--- src/rtl/kuyruk_pkg.sv ---
// kuyruk_pkg: head FSM states and {count,data} entry field helpers for the timed queue
package kuyruk_pkg;
  typedef enum logic [1:0] {BOS, SAYIYOR, HAZIR} durum_t;
  function automatic int sayac_lsb(input int data_w);
    return data_w;
  endfunction
  function automatic int giris_w(input int cnt_w, input int data_w);
    return cnt_w + data_w;
  endfunction
endpackage

--- src/rtl/kuyruk_bellek.sv ---
// kuyruk_bellek: circular {count,data} storage with occupancy; bulk load when KUYRUK_YUKLE_EN is defined
module kuyruk_bellek import kuyruk_pkg::*; #(
  parameter int DATA_W = 5,
  parameter int CNT_W = 3,
  parameter int DEPTH = 8
) (
  input  logic clk,
  input  logic rst,
  input  logic yaz,
  input  logic oku,
  input  logic [giris_w(CNT_W, DATA_W)-1:0] yaz_veri,
  output logic [DATA_W-1:0] bas_veri,
  output logic [CNT_W-1:0] sonraki_sayac,
  output logic [$clog2(DEPTH):0] seviye,
  output logic dolu,
  output logic bos
`ifdef KUYRUK_YUKLE_EN
  ,input logic yukle,
  input  logic [DEPTH*giris_w(CNT_W, DATA_W)-1:0] yukle_veri,
  input  logic [$clog2(DEPTH):0] yukle_sayisi
`endif
);
  localparam int ADDR_W = $clog2(DEPTH);
  localparam int ENTRY_W = giris_w(CNT_W, DATA_W);
  localparam int CNT_LSB = sayac_lsb(DATA_W);
  localparam logic [ADDR_W:0] TAM = (ADDR_W+1)'(DEPTH);
  localparam logic [ADDR_W:0] BIR = (ADDR_W+1)'(1);
  logic [ENTRY_W-1:0] mem [DEPTH];
  logic [ADDR_W:0] wr, rd;
  logic [ENTRY_W-1:0] bas, sonraki;
  assign bas = mem[rd[ADDR_W-1:0]];
  assign sonraki = mem[rd[ADDR_W-1:0] + ADDR_W'(1)];
  assign bas_veri = bas[DATA_W-1:0];
  assign sonraki_sayac = sonraki[CNT_LSB +: CNT_W];
  assign seviye = wr - rd;
  assign dolu = seviye == TAM;
  assign bos = seviye == '0;
  always_ff @(posedge clk) begin
    if (rst) begin
      wr <= '0;
      rd <= '0;
    end
`ifdef KUYRUK_YUKLE_EN
    else if (yukle) begin
      rd <= '0;
      wr <= yukle_sayisi > TAM ? TAM : yukle_sayisi;
    end
`endif
    else begin
      if (yaz) wr <= wr + BIR;
      if (oku) rd <= rd + BIR;
    end
  end
  always_ff @(posedge clk) begin
`ifdef KUYRUK_YUKLE_EN
    if (yukle)
      for (int i = 0; i < DEPTH; i++) mem[ADDR_W'(i)] <= yukle_veri[(DEPTH-i)*ENTRY_W-1 -: ENTRY_W];
    else
`endif
    if (yaz) mem[wr[ADDR_W-1:0]] <= yaz_veri;
  end
endmodule

--- src/rtl/zamanli_kuyruk_denetleyicisi.sv ---
// zamanli_kuyruk_denetleyicisi: timed FIFO releasing each head entry after its cycle count expires
// Optional bulk-load ports (yukle, yukle_veri, yukle_sayisi) appear when KUYRUK_YUKLE_EN is defined.
module zamanli_kuyruk_denetleyicisi import kuyruk_pkg::*; #(
  parameter int DATA_W = 5,
  parameter int CNT_W = 3,
  parameter int DEPTH = 8
) (
  input  logic clk,
  input  logic rst,
  input  logic islem_yap,
  input  logic giris_gecerli,
  output logic giris_hazir,
  input  logic [DATA_W-1:0] giris_veri,
  input  logic [CNT_W-1:0] giris_sayac,
  output logic cikan_gecerli,
  input  logic cikan_hazir,
  output logic [DATA_W-1:0] cikan_veri,
  output logic [CNT_W-1:0] cevrim_sayisi,
  output logic [$clog2(DEPTH):0] seviye,
  output logic dolu,
  output logic bos,
  output logic bitti
`ifdef KUYRUK_YUKLE_EN
  ,input logic yukle,
  input  logic [DEPTH*giris_w(CNT_W, DATA_W)-1:0] yukle_veri,
  input  logic [$clog2(DEPTH):0] yukle_sayisi
`endif
);
  localparam int ADDR_W = $clog2(DEPTH);
  localparam int ENTRY_W = giris_w(CNT_W, DATA_W);
  localparam int CNT_LSB = sayac_lsb(DATA_W);
  durum_t durum, durum_n;
  logic [CNT_W-1:0] sayac, sayac_n, sonraki_sayac;
  logic [DATA_W-1:0] bas_veri;
  logic yuk, yaz, oku, yukle_bos;
  logic [CNT_W-1:0] yukle_sayac;
  function automatic durum_t bas_durumu(input logic [CNT_W-1:0] c);
    return c == '0 ? HAZIR : SAYIYOR;
  endfunction
`ifdef KUYRUK_YUKLE_EN
  logic [ENTRY_W-1:0] yukle_bas;
  assign yuk = yukle;
  assign yukle_bas = yukle_veri[DEPTH*ENTRY_W-1 -: ENTRY_W];
  assign yukle_sayac = yukle_bas[CNT_LSB +: CNT_W];
  assign yukle_bos = yukle_sayisi == '0;
`else
  assign yuk = 1'b0;
  assign yukle_sayac = '0;
  assign yukle_bos = 1'b1;
`endif
  assign giris_hazir = !dolu;
  assign cikan_gecerli = durum == HAZIR;
  assign yaz = giris_gecerli && giris_hazir && !yuk;
  assign oku = cikan_gecerli && cikan_hazir && !yuk;
  assign cikan_veri = durum == BOS ? '0 : bas_veri;
  assign cevrim_sayisi = durum == SAYIYOR ? sayac : '0;
  kuyruk_bellek #(.DATA_W(DATA_W), .CNT_W(CNT_W), .DEPTH(DEPTH)) u_bellek (
    .clk(clk), .rst(rst), .yaz(yaz), .oku(oku),
    .yaz_veri({giris_sayac, giris_veri}),
    .bas_veri(bas_veri), .sonraki_sayac(sonraki_sayac),
    .seviye(seviye), .dolu(dolu), .bos(bos)
`ifdef KUYRUK_YUKLE_EN
    ,.yukle(yukle), .yukle_veri(yukle_veri), .yukle_sayisi(yukle_sayisi)
`endif
  );
  always_comb begin
    durum_n = durum;
    sayac_n = sayac;
    if (yuk) begin
      sayac_n = yukle_sayac;
      durum_n = yukle_bos ? BOS : bas_durumu(yukle_sayac);
    end else if (durum == BOS && yaz) begin
      sayac_n = giris_sayac;
      durum_n = bas_durumu(giris_sayac);
    end else if (durum == SAYIYOR && islem_yap) begin
      sayac_n = sayac - CNT_W'(1);
      durum_n = sayac == CNT_W'(1) ? HAZIR : SAYIYOR;
    end else if (oku) begin
      // the last entry leaving while a push lands takes the pushed entry as the new head
      sayac_n = seviye > (ADDR_W+1)'(1) ? sonraki_sayac : yaz ? giris_sayac : '0;
      durum_n = seviye > (ADDR_W+1)'(1) || yaz ? bas_durumu(sayac_n) : BOS;
    end
  end
  always_ff @(posedge clk) begin
    if (rst) begin
      durum <= BOS;
      sayac <= '0;
      bitti <= 1'b0;
    end else begin
      durum <= durum_n;
      sayac <= sayac_n;
      bitti <= oku;
    end
  end
endmodule

--- config.mk ---
export PLATFORM = sky130hd
export DESIGN_NAME = zamanli_kuyruk_denetleyicisi
export DESIGN_NICKNAME = d
export VERILOG_FILES = /design/src/rtl/kuyruk_pkg.sv /design/src/rtl/kuyruk_bellek.sv /design/src/rtl/zamanli_kuyruk_denetleyicisi.sv
export SDC_FILE = /design/constraint.sdc
export NUM_CORES = 1
export LEC_CHECK = 0
export CAP_MARGIN = 0
export CORE_MARGIN = 5
export CORE_UTILIZATION = 62
export DETAILED_ROUTE_END_ITERATION = 8
export DONT_BUFFER_PORTS = 1
export GPL_ROUTABILITY_DRIVEN = 0
export PLACE_DENSITY = 0.86
export SLEW_MARGIN = 15
export SYNTH_ARGS = -nofsm -noshare
export SYNTH_HDL_FRONTEND = slang
export SYNTH_SLANG_ARGS = --single-unit
--- constraint.sdc ---
create_clock -name clk -period 3.7 [get_ports clk]
set_input_delay 0.74 -clock clk [delete_from_list [all_inputs] [get_ports clk]]
set_output_delay 0.74 -clock clk [all_outputs]
set_load 0.02 [all_outputs]
# --- Word level (Yosys, flattened, before mapping) ---
# Memories as Yosys holds them, arrays and structs flattened. A register that Yosys moved wholly into a read port is not among the register bits.
# Index checks and enable logic that the tools add are counted.
totals:
  elab_cells: 45
  ram_bits: 64
  mem_count: 1
  ff_bits: 14
  output_inout_bits: 17
memory_table:
  columns: ["memory", "depth", "word_bits", "rd", "rd_clocked_by_memory_dff", "wr", "line", "text"]
  rows:
  - ["u_bellek.mem", 8, 8, 2, 1, 1, "kuyruk_bellek.sv:28", "logic [ENTRY_W-1:0] mem [DEPTH];"]
classes:
  mux: 18
  order_cmp: 1
  n_reduce_logical: 11
  eq_ne: 4
  addsub: 5
ops:
  columns: ["cell", "count"]
  rows:
  - ["$mux 3", 8]
  - ["$mux 2", 7]
  - ["$add 4x1->4 const B", 2]
  - ["$logic_not 3->1", 2]
  - ["$mux 5", 1]
  - ["$eq 4x4->1 const B", 1]
  - ["$gt 4x1->1 const B", 1]
  - ["$logic_and 1x1->1", 4]
  - ["$logic_not 4->1", 1]
  - ["$sub 4x4->4", 1]
  - ["$add 3x1->3 const B", 1]
  - ["$eq 3x1->1 const B", 1]
  - ["$reduce_bool 3->1", 1]
  - ["$sub 3x1->3 const B", 1]
  - ["$eq 2x1->1 const B", 1]
  - ["$eq 2x2->1 const B", 1]
  - ["$logic_not 2->1", 1]
  - ["$mux 1", 2]
  - ["$logic_not 1->1", 1]
  - ["$logic_or 1x1->1", 1]

# --- Depth between registers and ports, before layout ---
logic_depth:
  ltp_word: 12
  depth_mapped: 10

# --- Modules after synthesis ---
# From an unflattened synthesis, not the netlist that was laid out.
hier_totals:
  hier_cells: 231
  area_unflattened_um2: 3609.7
modules_own_cells:
  columns: ["mod", "area_each_um2", "cells_each", "instances"]
  rows:
  - ["kuyruk_bellek", 3026.7, 160, 1]
  - ["zamanli_kuyruk_denetleyicisi", 583.1, 71, 1]

# --- Least setup slack after synthesis ---
# No wires, ideal clock.
synth_timing:
  path_type: "reg2reg"
  startpoint: "register u_bellek.wr[0]"
  endpoint: "memory u_bellek.mem[4][0] in the netlist's numbering (enable)"
  setup_time_ps: 398
  n_path_buf: 1
  path_stages_with_launch: 10
  slack_ps: 391
  t_required_ps: 3302
  arrival_time_ps: 2911
  path_cell_list: "dfxtp_1 clkbuf_1 inv_1 ha_1 inv_1 fa_1 xor2_1 or3_1 o31ai_2 nor4b_1"
synth_between:
  elab_chain_len: 6
synth_rtl:
  columns: ["element", "line", "text"]
  rows:
  - ["from (decl)", "kuyruk_bellek.sv:29", "logic [ADDR_W:0] wr, rd;"]
  - ["from (signal assigned)", "kuyruk_bellek.sv:50", "if (yaz) wr <= wr + BIR;"]
  - ["$sub 4x4->4", "kuyruk_bellek.sv:35", "assign seviye = wr - rd;"]
  - ["via seviye[2]", "zamanli_kuyruk_denetleyicisi.sv:19", "output logic [$clog2(DEPTH):0] seviye,"]
  - ["$eq 4x4->1", "kuyruk_bellek.sv:36", "assign dolu = seviye == TAM;"]
  - ["$logic_not 1->1", "zamanli_kuyruk_denetleyicisi.sv:51", "assign giris_hazir = !dolu;"]
  - ["$logic_and 1x1->1", "zamanli_kuyruk_denetleyicisi.sv:53", "assign yaz = giris_gecerli && giris_hazir && !yuk;"]
  - ["$mux 1", "kuyruk_bellek.sv:60", "if (yaz) mem[wr[ADDR_W-1:0]] <= yaz_veri;"]
  - ["$mux 1 (implied by the code)", "kuyruk_bellek.sv:60", null]
  - ["to (decl)", "kuyruk_bellek.sv:28", null]
# The timed path passes the listed nets, and every way through them passes these cells.

# --- Worst setup path in the final report ---
layout_timing:
  startpoint: "register u_bellek.wr[0]"
  endpoint: "memory u_bellek.mem[0][0] in the netlist's numbering (enable)"
# The elaborated chain is that of the path after synthesis.

==> flow_summary_export.csv <==
group,metric,value,unit
pwr,combPwrFrac,11.9,%
clock_tree,cts_buffers,9,
run,cap_violations,0,
pwr,p_leak,1.28,nW
die,ios,30,
finish,area_delta_synth_final,8.58,%
routing,vias,2019,
die,dieArea,7380,µm²
synthesis,synth.distinct_cells,52,
routing,initialDrtViolationCount,155,
die,core_area,5540,µm²
pwr,report.power.total,1.92,mW
place,dp_hpwl,4.56,mm
finish,multi_input_area,1230,µm²
grt,grtUsageTotal,19.6,%
sta,setup_viol,0,
clock_tree,post_cts_buffers,0,
grt,grt_max_degree,19,
finish,final_area,3880,µm²
sta,hold_viol,0,
synthesis,syn_inst,242,
sta,period_needed,3.37,ns
worst_setup_path,worst-endpoint-arrival,3.34,ns
synthesis,synth_area,3570,µm²
finish,seq_area,2260,µm²
sta,slew_headroom,26.9,%
place,portBuffers,0,
pwr,clkPwrFrac,33.4,%
worst_setup_path,worst-path-max-fanout,10,
clock_tree,cts-root-buf,"clkbuf_8",
synthesis,synth_common_cells,"edfxtp_1 (64), dfxtp_1 (17), nor2_1 (17)",
synthesis,synth-async-reset-ratio,0,%
finish,n_fill_cell,364,
die,row_count,27,
pwr,power_switching,0.501,mW
sta,tns,0,ns
sta,min_period_over_period,91.2,%
pwr,seqPwrFrac,54.7,%
clock_tree,cts_sinks,81,
synthesis,synth-seq-cells,81,
sta,max_freq,296,MHz
worst_setup_path,cp-end-kind,"flip-flop",
clock_tree,clk_pin_slew,0.08,ns
routing,drt_wl_total,6.80,mm
pwr,p_sw_share,26.0,%
worst_setup_path,criticalPathCategory,"reg -> reg",
sta,report.final.slew_viol_count,0,
routing,wl_per_cell,21.0,µm
sta,tightest_slew,1.09,ns
worst_setup_path,crit_required,3.67,ns
pwr,powerDensity,496,nW/µm²
grt,grt_pass1_vias,2103,
sta,hold_ws,0.458,ns
status,outcome,"finished, final reports clean",
pwr,vdd_drop_max,0.000365,V
die,die_y,85.9,µm
finish,finalNetCount,268,
sta,rsz0062_at_grt,"no",
finish,antennaDiodeCount,0,
clock_tree,cts_tree,"done",
routing,ant_nets,0,
finish,drive_gt1_share,19.0,%
die,die_w,85.9,µm
routing,vias_per_cell,6.23,
synthesis,synth_ff_type,"edfxtp_1",
die,initial_utilization,64.5,%
sta,worst_clock_skew,0.00454,ns
synthesis,synth_area_leaders,"edfxtp_1 (54%), dfxtp_1 (9.5%), mux4_2 (8.8%), ha_1 (2.5%), mux2i_1 (2.2%)",
worst_setup_path,cp-start-kind,"flip-flop",
clock_tree,insertion_delay,0.34,ns
synthesis,ys.warnings.count,0,
synthesis,yosysMostFrequentCell,"edfxtp_1",
synthesis,synth-edff-count,64,
grt,grt_antenna_before_repair,0,
worst_hold_path,hold-path-cell-count,1,
place,placed_cell_area,3680,µm²
synthesis,netlist.area_leader.share,53.8,%
clock_tree,cts.path.max_buffers,2,
routing,dr.pass1.iters,4,
synthesis,synth_top_area_cell,"edfxtp_1",
synthesis,syn_area_per_cell,14.8,µm²
grt,overflow,0,
synthesis,yosysSeqAreaShare,63.3,%
synthesis,synth_nets,263,
clock_tree,h-tree-depth,3,
grt,grt_pass1_wl,10.7,mm
worst_hold_path,hold_class,"in -> reg",
pwr,internal-power,1.42,mW
worst_setup_path,ff2ff_path_depth,8,
routing,drc,0,
finish,post-route-util,70.0,%
==> metal layers <==
metal  routed length (µm)  track usage (%)  part of all wire, %  vias to the layer above
met1                 2870             24.6                   42                     1011
met3                  394             5.76                  5.8                        8
li1                     -                -                    -                      947
met5                    0                0                    0                        -
met4                   93             7.91                  1.4                        0
met2                 3440             32.2                   51                       53
==> repair_timing <==
item / CTS / global route
endpoints found under the setup margin: 0 / 1
gates resized for setup: 0 / 1
hold buffers: 0 / 0
==> registers in the layout, summed over array words and instances (netlist names), named ones only <==
register and cells:
bitti 1, durum 2, sayac 3, u_bellek.mem 64, u_bellek.rd 4, u_bellek.wr 4
==> cells by family after synthesis <==
logic type / share of synthesized area, %
AOI/OAI and AO/OA: 6.72
xor gates and xnor gates: 1.96
adders and majority gates: 3.01
buffers and inverters: 2.87
DFF: 63.3
muxes: 13.2
and+or+nand+nor: 8.96
==> area by class of cell <==
class,count,area share [%]
flip-flops and latches,81,58.3
multi-input cells,136,31.7
clock buffers,9,3.19
well taps,72,2.32
clock inverters,7,1.97
repair buffers,7,1.35
inverters,12,1.16
==> worst paths after layout <==
path,startpoint,endpoint,slack (ns)
setup / recovery,u_bellek.wr[0],u_bellek.mem[0][0],0.33
hold / removal,rst,sayac[0],0.46
setup reg to reg,u_bellek.wr[0],u_bellek.mem[0][0],0.33
hold reg to reg,u_bellek.wr[3],u_bellek.wr[3],0.50
==> metrics by stage <==
| stage | setup slack, ns | std cells |
|---|---|---|
| final | 0.327 | 324 |
| after global routing | 0.117 | 324 |
| after CTS | 0.209 | 324 |
| after detailed placement | 0.358 | 308 |
| after global placement | 0.482 | 308 |
| after floorplan | 0.391 | 242 |
==> worst max-delay path, stage by stage (launching register included) <==
cell	delay, ns
dfxtp_1	0.42
inv_1	0.16
ha_1	0.17
inv_1	0.05
fa_1	0.37
xor2_1	0.51
or3_1	0.27
o31ai_2	0.17
nor4_2	0.85
==> power groups by stage <==
stage / clock (mW) / combinational (mW) / sequential [mW]
6_report: 0.642 / 0.229 / 1.05
4_1_cts: 0.657 / 0.230 / 1.05
3_3_place_gp: 0 / 0.224 / 1.07
3_5_place_dp: 0 / 0.228 / 1.07
5_1_grt: 0.702 / 0.251 / 1.06
2_1_floorplan: 0 / 0.196 / 1.05
==> cell usage in the layout (no fill, tap or decap), types with 3 or more instances in the layout <==
| cell type | netlist | layout |
|---|---|---|
| dfxtp_1 | 17 | 17 |
| edfxtp_1 | 64 | 64 |
| ha_1 | 7 | 7 |
| nor3_1 | 6 | 6 |
| buf_4 | 0 | 7 |
| nand2_1 | 11 | 11 |
| or3_1 | 3 | 3 |
| a211oi_1 | 3 | 3 |
| nor2_1 | 17 | 16 |
| mux2i_1 | 8 | 8 |
| xnor2_1 | 4 | 4 |
| inv_1 | 10 | 10 |
| inv_6 | 0 | 3 |
| nand3b_1 | 3 | 3 |
| clkbuf_8 | 0 | 9 |
| mux4_2 | 14 | 14 |
| and3_1 | 3 | 3 |
| a21oi_1 | 10 | 10 |
| xor2_1 | 4 | 4 |
Power figures use the tool's default switching activity.
